==> src/rtl/if_pkg.sv <==
// if_pkg: shared types and constants for the instruction-fetch stage.
package if_pkg;
  localparam int XLEN = 32;
  localparam logic [XLEN-1:0] NOP_INSTR = 32'h0000_0013;
  typedef enum logic [1:0] {IDLE, RUN, FLUSH} fetch_state_e;
  typedef struct packed {
    logic [XLEN-1:0] instr;
    logic [XLEN-1:0] pc;
  } fetch_entry_t;
endpackage

==> src/rtl/if_stage_if.sv <==
// if_stage_if: instruction-memory, redirect and decode-side signals of the fetch stage.
interface if_stage_if;
  import if_pkg::*;
  logic            redirect_valid;
  logic [XLEN-1:0] redirect_pc;
  logic            imem_req;
  logic [XLEN-1:0] imem_addr;
  logic            imem_gnt;
  logic            imem_rvalid;
  logic [XLEN-1:0] imem_rdata;
  logic            id_valid;
  logic            id_ready;
  logic [XLEN-1:0] id_instruction;
  logic [XLEN-1:0] id_pc;
  logic [XLEN-1:0] fetch_count;
  modport master (
    input  redirect_valid, redirect_pc, imem_gnt, imem_rvalid, imem_rdata, id_ready,
    output imem_req, imem_addr, id_valid, id_instruction, id_pc, fetch_count
  );
  modport slave (
    output redirect_valid, redirect_pc, imem_gnt, imem_rvalid, imem_rdata, id_ready,
    input  imem_req, imem_addr, id_valid, id_instruction, id_pc, fetch_count
  );
endinterface

==> src/rtl/if_fifo.sv <==
// if_fifo: synchronous FIFO with flush; used for the instruction buffer and the PC queue.
module if_fifo import if_pkg::*; #(
  parameter int  DEPTH = 4,
  parameter type T     = fetch_entry_t
) (
  input  logic                       clk,
  input  logic                       rst,
  input  logic                       i_push,
  input  logic                       i_pop,
  input  logic                       i_flush,
  input  T                           i_data,
  output T                           o_data,
  output logic [$clog2(DEPTH+1)-1:0] o_count,
  output logic                       o_empty,
  output logic                       o_full
);
  localparam int AW = DEPTH > 1 ? $clog2(DEPTH) : 1;
  localparam int CW = $clog2(DEPTH + 1);
  T              r_mem [DEPTH];
  logic [AW-1:0] r_wp, r_rp;
  logic [CW-1:0] r_cnt;
  function automatic logic [AW-1:0] inc(logic [AW-1:0] p);
    return p == AW'(DEPTH - 1) ? '0 : p + AW'(1);
  endfunction
  always_ff @(posedge clk or posedge rst) begin
    if (rst) begin
      r_wp  <= '0;
      r_rp  <= '0;
      r_cnt <= '0;
    end else if (i_flush) begin
      r_wp  <= '0;
      r_rp  <= '0;
      r_cnt <= '0;
    end else begin
      if (i_push) r_wp <= inc(r_wp);
      if (i_pop) r_rp <= inc(r_rp);
      r_cnt <= r_cnt + CW'(i_push) - CW'(i_pop);
    end
  end
  always_ff @(posedge clk) begin
    if (i_push && !i_flush) r_mem[r_wp] <= i_data;
  end
  assign o_data  = r_mem[r_rp];
  assign o_count = r_cnt;
  assign o_empty = r_cnt == '0;
  assign o_full  = r_cnt == CW'(DEPTH);
endmodule

==> src/rtl/if_stage.sv <==
// if_stage: instruction fetch with credit-limited imem requests, response buffer and redirect flush.
// Define IF_PERF_CNT_EN to build the retired-fetch counter on fetch_count.
module if_stage import if_pkg::*; #(
  parameter logic [XLEN-1:0] RESET_PC        = 32'h0000_0000,
  parameter int              FIFO_DEPTH      = 4,
  parameter int              MAX_OUTSTANDING = 2
) (
  input  logic      clk,
  input  logic      rst,
  if_stage_if.master bus
);
  localparam int OW = $clog2(MAX_OUTSTANDING + 1);
  localparam int CW = $clog2(FIFO_DEPTH + 1);
  fetch_state_e    r_state;
  logic [XLEN-1:0] r_fetch_pc;
  logic [OW-1:0]   r_out, r_discard, w_out_rem, w_discard_nxt, w_pcq_cnt;
  logic [CW-1:0]   w_cnt;
  logic            w_req, w_fire, w_rv, w_drop, w_push, w_pop;
  logic            w_empty, w_full, w_pcq_empty, w_pcq_full;
  logic [XLEN-1:0] w_pcq_pc;
  fetch_entry_t    w_entry, w_head;
  // Responses arriving with nothing outstanding (e.g. straggling across a reset) are ignored.
  assign w_rv          = bus.imem_rvalid && r_out != '0;
  assign w_drop        = w_rv && r_discard != '0;
  assign w_push        = w_rv && !w_drop && !bus.redirect_valid;
  assign w_pop         = bus.id_valid && bus.id_ready;
  assign w_out_rem     = r_out - OW'(w_rv);
  assign w_discard_nxt = bus.redirect_valid ? w_out_rem : r_discard - OW'(w_drop);
  assign w_req         = r_state != IDLE && !bus.redirect_valid && r_out < OW'(MAX_OUTSTANDING) &&
                         32'(w_cnt) + 32'(r_out) - 32'(w_pop) < 32'(FIFO_DEPTH);
  assign w_fire        = w_req && bus.imem_gnt;
  assign w_entry       = '{instr: bus.imem_rdata, pc: w_pcq_pc};
  always_ff @(posedge clk or posedge rst) begin
    if (rst) begin
      r_state    <= IDLE;
      r_fetch_pc <= RESET_PC;
      r_out      <= '0;
      r_discard  <= '0;
    end else begin
      r_out      <= w_out_rem + OW'(w_fire);
      r_discard  <= w_discard_nxt;
      r_fetch_pc <= bus.redirect_valid ? bus.redirect_pc & ~32'h3 : w_fire ? r_fetch_pc + 32'd4 : r_fetch_pc;
      r_state    <= r_state == IDLE ? RUN :
                    bus.redirect_valid ? (w_out_rem != '0 ? FLUSH : RUN) :
                    (r_state == FLUSH && w_discard_nxt == '0) ? RUN : r_state;
    end
  end
  if_fifo #(.DEPTH(FIFO_DEPTH), .T(fetch_entry_t)) u_ibuf (
    .clk(clk), .rst(rst), .i_push(w_push), .i_pop(w_pop), .i_flush(bus.redirect_valid),
    .i_data(w_entry), .o_data(w_head), .o_count(w_cnt), .o_empty(w_empty), .o_full(w_full)
  );
  // Holds only addresses whose responses will be kept; discarded ones were flushed on redirect.
  if_fifo #(.DEPTH(MAX_OUTSTANDING), .T(logic [XLEN-1:0])) u_pcq (
    .clk(clk), .rst(rst), .i_push(w_fire), .i_pop(w_rv && !w_drop), .i_flush(bus.redirect_valid),
    .i_data(r_fetch_pc), .o_data(w_pcq_pc), .o_count(w_pcq_cnt), .o_empty(w_pcq_empty), .o_full(w_pcq_full)
  );
  assign bus.imem_req       = w_req;
  assign bus.imem_addr      = r_fetch_pc;
  assign bus.id_valid       = !w_empty && !bus.redirect_valid;
  assign bus.id_instruction = w_empty ? NOP_INSTR : w_head.instr;
  assign bus.id_pc          = w_empty ? '0 : w_head.pc;
`ifdef IF_PERF_CNT_EN
  logic [XLEN-1:0] r_fetch_count;
  always_ff @(posedge clk or posedge rst) begin
    if (rst) r_fetch_count <= '0;
    else if (w_pop) r_fetch_count <= r_fetch_count + 32'd1;
  end
  assign bus.fetch_count = r_fetch_count;
`else
  assign bus.fetch_count = '0;
`endif
  a_late_rvalid: assert property (@(posedge clk) disable iff (rst) bus.imem_rvalid |-> r_out != '0);
  a_pcq_sane: assert property (@(posedge clk) disable iff (rst)
    !(w_fire && w_pcq_full) && !(w_push && w_pcq_empty) && w_pcq_cnt <= r_out);
  a_ibuf_overflow: assert property (@(posedge clk) disable iff (rst) !(w_push && w_full && !w_pop));
endmodule

==> src/flat_wrapper.sv <==
// flat-port wrapper written by rule: the top's interface ports become plain ports
module if_stage_flat import if_pkg::*;
#(
  parameter logic [XLEN-1:0] RESET_PC        = 32'h0000_0000,
  parameter int              FIFO_DEPTH      = 4,
  parameter int              MAX_OUTSTANDING = 2
)
  (clk, rst, bus_redirect_valid, bus_redirect_pc, bus_imem_gnt, bus_imem_rvalid, bus_imem_rdata, bus_id_ready, bus_imem_req, bus_imem_addr, bus_id_valid, bus_id_instruction, bus_id_pc, bus_fetch_count);
  if_stage_if bus_i ();
  input  logic clk;
  input  logic rst;
  input wire logic [$bits(bus_i.redirect_valid)-1:0] bus_redirect_valid;
  input wire logic [$bits(bus_i.redirect_pc)-1:0] bus_redirect_pc;
  input wire logic [$bits(bus_i.imem_gnt)-1:0] bus_imem_gnt;
  input wire logic [$bits(bus_i.imem_rvalid)-1:0] bus_imem_rvalid;
  input wire logic [$bits(bus_i.imem_rdata)-1:0] bus_imem_rdata;
  input wire logic [$bits(bus_i.id_ready)-1:0] bus_id_ready;
  output wire logic [$bits(bus_i.imem_req)-1:0] bus_imem_req;
  output wire logic [$bits(bus_i.imem_addr)-1:0] bus_imem_addr;
  output wire logic [$bits(bus_i.id_valid)-1:0] bus_id_valid;
  output wire logic [$bits(bus_i.id_instruction)-1:0] bus_id_instruction;
  output wire logic [$bits(bus_i.id_pc)-1:0] bus_id_pc;
  output wire logic [$bits(bus_i.fetch_count)-1:0] bus_fetch_count;
  assign bus_i.redirect_valid = bus_redirect_valid;
  assign bus_i.redirect_pc = bus_redirect_pc;
  assign bus_i.imem_gnt = bus_imem_gnt;
  assign bus_i.imem_rvalid = bus_imem_rvalid;
  assign bus_i.imem_rdata = bus_imem_rdata;
  assign bus_i.id_ready = bus_id_ready;
  assign bus_imem_req = bus_i.imem_req;
  assign bus_imem_addr = bus_i.imem_addr;
  assign bus_id_valid = bus_i.id_valid;
  assign bus_id_instruction = bus_i.id_instruction;
  assign bus_id_pc = bus_i.id_pc;
  assign bus_fetch_count = bus_i.fetch_count;
  if_stage #(.RESET_PC(RESET_PC), .FIFO_DEPTH(FIFO_DEPTH), .MAX_OUTSTANDING(MAX_OUTSTANDING)) u_core (.clk(clk), .rst(rst), .bus(bus_i));
endmodule
==> config.mk <==
export PLATFORM = sky130hd
export DESIGN_NAME = if_stage_flat
export DESIGN_NICKNAME = d
export VERILOG_FILES = /design/src/rtl/if_pkg.sv /design/src/rtl/if_stage_if.sv /design/src/rtl/if_fifo.sv /design/src/rtl/if_stage.sv /design/src/flat_wrapper.sv
export SDC_FILE = /design/constraint.sdc
export NUM_CORES = 1
export LEC_CHECK = 0
export CORE_MARGIN = 3
export CORE_UTILIZATION = 46
export CTS_BUF_LIST = sky130_fd_sc_hd__clkbuf_8
export DETAILED_ROUTE_END_ITERATION = 7
export GPL_TIMING_DRIVEN = 0
export PLACE_DENSITY_LB_ADDON = 0.05
export SLEW_MARGIN = 10
export SYNTH_ARGS = -nofsm -noshare
export SYNTH_HDL_FRONTEND = slang
export SYNTH_SLANG_ARGS = --single-unit
==> constraint.sdc <==
create_clock -name clk -period 13.5 [get_ports clk]
set_input_delay 2.7 -clock clk [delete_from_list [all_inputs] [get_ports clk]]
set_output_delay 2.7 -clock clk [all_outputs]
set_load 0.005 [all_outputs]
==> key figures, run 1 <==
Layout
  • Area Overhead vs Synth: 24.5%
  • Ant. Diodes: 0
  • Post-route cell area: 18300 sq um
  • Number of fill cells: 2470
  • Register area: 10400 sq um
  • Finished Core Util: 0.590
  • Layout cells sized above 1: 0.209
  • Net count, final: 1199
  • Area of the multi-input gates: 3960 sq um

Critical path
  • Worst EP arrival: 5620 ps
  • Top delay family on crit path: simple AND/OR/NAND/NOR gates
  • WP data required: 10800 ps
  • Crit Path Class: in2out
  • Worst path slowest cell: nor4b_1
  • CP max FO: 6
  • Critical-path cell list: clkdlybuf4s50_1, nor4b_1, nand2_1, nor2_1, ha_1, nor4b_1, o211a_1, clkdlybuf4s50_1
  • Startpoint type of the worst setup path: primary input
  • Crit path buffers/inverters: 2
  • Critical path's largest stage delay: 610 ps
  • CP endpoint kind: output pin

Power
  • Maximum VDD drop: 0.0801 mV
  • Sw frac: 0.274
  • Switching Power: 862 uW
  • Cell leakage power: 0.00638 uW
  • Post-route total power: 3140 uW
  • Share of total power in the clock network: 0.294
  • Total power divided by cell area: 171 nW/um^2
  • P_int: 2280 uW
  • Sequential Power Share: 0.433
  • Combinational fraction of design power: 0.273

Outcome
  • Status: finished, final reports clean

Drt
  • DR WL/cell: 20.6 microns
  • Routed via count: 8217
  • Antenna-violating nets left: 0
  • First drt pass iteration count: 5
  • Number of vias per cell: 5.28
  • Routed WL: 32000 microns
  • Starting DRC count in detailed routing: 548
  • DRC violations left: 0

Synthesis
  • Syn Inst Count: 850
  • Number of synthesized flops with an enable pin: 308
  • Yosys cell types: 55
  • Main synth FF type: edfxtp_1
  • Sequential share of the synthesized area: 0.705
  • Yosys Warn Count: 0
  • Fraction of registers with async set/reset: 0.127
  • FF+latch count, synth: 353
  • Area of the mapped netlist: 14700 sq um
  • Syn_area_per_cell: 17.3 sq um

STA
  • Final period util: 0.616
  • Clock skew: 23.4 ps
  • Max Fclk: 0.120 GHz
  • Worst-Margin Slew: 907 ps
  • Post-route worst setup slack: 5180 ps
  • Setup-failing EPs final: 0
  • Period minus WS final: 8320 ps
  • Rel. slew slack: 0.396
  • Setup_tns: 0 ps
  • RSZ-0062 raised after global routing: no
  • Final Max Tran Viols: 0
  • Hold Vio Cnt, Final: 0

CTS
  • Setup repair bufs after CTS: 0
  • CTS Buffer Depth: 3
  • H-Tree Level Count: 2
  • CTS tree: done
  • Sinks on Clock Net: 353
  • Number of hold buffers added after CTS: 0
  • Reg clk slew, reported paths: 60 ps
  • Post-CTS sizing: 0
  • Num CTS Buffers: 58
  • Clk Latency, worst-skew pair: 590 ps
  • Clock root buffer: clkbuf_8

Global routing
  • Initial antenna violation count: 1
  • Vias in the first global route: 8603
  • GR Util All Layers: 0.191
  • Pin count of the biggest net entering global routing: 53
  • GRT overflow: 0
  • First-pass GRT wire length: 50000 microns

Die
  • Die ar.: 34200 sq um
  • Die X-Extent: 185 microns
  • Cell Rows: 64
  • Starting Density: 0.474
  • Top Ports: 200
  • Core area: 31100 sq um
  • Die Ht: 185 microns

Min path
  • Hold WC Path Type: reg2reg

Job
  • Max-Cap Viols: 0

Placement
  • Dpl ws: 5230 ps
  • Hpwl dp: 20900 microns
  • RePlAce Congestion: 0.834
  • Number of I/O port buffers: 161
  • Placed Area: 17200 sq um
==> cells in the mapped netlist, types with 5 or more instances <==
library cell  number  area share
nand3_1           21      0.0071
nor3_1            14      0.0048
or3_1              5      0.0021
buf_2              5      0.0017
inv_1             23      0.0059
edfxtp_1         308        0.63
nor2_1            28      0.0071
or2_2              5      0.0021
mux4_2            62       0.095
ha_1              14       0.012
dfrtp_1           45       0.077
buf_4             36       0.018
buf_1             11      0.0028
nand4_1           12      0.0051
and4_1             5      0.0030
and2_1            68       0.029
a221o_1           10      0.0068
mux2_2            35       0.027
a21o_1             6      0.0031
nand2_1           28      0.0071
o21ai_0            7      0.0024
clkbuf_1          22      0.0056
mux2i_1           15       0.010
==> power by group through the flow <==
stage / Clock, uW / Sequential [uW] / Combinational (uW)
2_1_floorplan: 0 / 1360 / 460
3_3_place_gp: 0 / 1380 / 863
3_5_place_dp: 0 / 1380 / 878
4_1_cts: 948 / 1360 / 882
5_1_grt: 998 / 1370 / 950
6_report: 923 / 1360 / 859
==> worst reg2reg max path, stage by stage (launching register included) <==
cell and delay, ps:
dfrtp_1 420, ha_1 250, fa_1 440, nor4b_1 550, nand2_1 110, nor2_1 140, ha_1 120, nor4b_1 570
o2111ai_4 350, inv_4 190, buf_6 180, buf_2 270, and2_2 460, buf_16 220
==> through the flow <==
stage,std cells,hold WS (ps)
floorplan,885,464
global placement,1442,479
detailed placement,1449,543
CTS,1555,557
global route,1555,556
finish,1555,538
==> layer usage <==
layer,track usage,share of wire,up-vias
met1,0.275,0.45,4113
met4,0.0513,0.017,0
met2,0.302,0.47,262
met5,0,0,-
met3,0.0375,0.056,50
li1,-,-,3792
==> sequential cells by signal, summed over array words and instances, names as in the netlist <==
name and count:
u_core.u_ibuf.r_rp 2, u_core.r_state 2, u_core.u_ibuf.o_count 3, u_core.u_ibuf.r_mem 248, u_core.u_pcq.r_wp 1, u_core.r_discard 2
u_core.bus.imem_addr 30, u_core.u_pcq.r_mem 60, u_core.u_pcq.r_rp 1, u_core.r_out 2, u_core.u_ibuf.r_wp 2
==> kinds of logic after synthesis <==
family,after synthesis,synth area share
mux,113,0.133
flops,353,0.705
buf+inv,100,0.0363
fa+ha+maj,16,0.0146
other cells,1,0.000255
simple gates,203,0.0758
compound gates,57,0.0309
xor+xnor,7,0.00417
==> final timing paths <==
path | from | end | slack, ps | cells after the start
worst min-delay path | u_core.bus.imem_addr[6] | u_core.u_pcq.r_mem[0][6] | 540 | 0
worst max register to register | u_core.u_ibuf.o_count[0] | u_core.u_pcq.r_mem[1][14] | 8900 | 13
worst min register to register | u_core.bus.imem_addr[6] | u_core.u_pcq.r_mem[0][6] | 540 | 0
min in group asynchronous | rst | u_core.u_ibuf.r_rp[0] | 2400 | 2
worst max-delay path | bus_redirect_valid | bus_imem_req | 5180 | 8
max in group asynchronous | rst | u_core.u_ibuf.o_count[0] | 10610 | 3
==> cell usage in the layout (no fill, tap or decap), types with 6 or more instances in the layout <==
cell / n
a21o_1: 6
a221o_1: 10
and2_1: 63
buf_1: 11
buf_4: 36
clkbuf_1: 22
clkbuf_8: 69
clkdlybuf4s50_1: 161
clkinv_1: 10
clkinv_2: 7
conb_1: 36
dfrtp_1: 45
edfxtp_1: 308
ha_1: 14
inv_1: 39
mux2_2: 35
mux2i_1: 15
mux4_2: 62
nand2_1: 28
nand3_1: 21
nand4_1: 12
nor2_1: 27
nor3_1: 14
o21ai_0: 7
==> area by class of cell <==
class | count | share of cell area
Buffer | 76 | 0.0241
Tap cell | 396 | 0.0270
Multi-Input combinational cell | 432 | 0.216
Clock buffer | 69 | 0.0518
Sequential cell | 353 | 0.566
Timing Repair Buffer | 168 | 0.0976
Clock inverter | 37 | 0.0124
Inverter | 24 | 0.00505
Note: power is estimated with default switching activity, not from simulation.
==> run 2: changes to the inputs <==
- clock period: 13.5 -> 8.4 ns (I/O delays scaled with it)
==> results of run 2 <==
Same layout as run 1 (identical final DEF). Status: finished, final reports clean.
Main changes from that run: setup slack after placement 5230 ps -> 2170 ps; setup slack after layout 5180 ps -> 2120 ps; register-to-register setup slack 8900 ps -> 3800 ps; total power 3140 uW -> 5050 uW; worst IR drop on VDD 0.0801 mV -> 0.129 mV
==> run 3: changes to the inputs <==
- clock period: 8.4 -> 5.6 ns (I/O delays scaled with it)
==> results of run 3 <==
Same layout as run 1 (identical final DEF). Status: finished, final reports clean.
Main changes from that run: setup slack after placement 5230 ps -> 388 ps; setup slack after layout 5180 ps -> 440 ps; register-to-register setup slack 8900 ps -> 1000 ps; total power 3140 uW -> 7570 uW; worst IR drop on VDD 0.0801 mV -> 0.193 mV
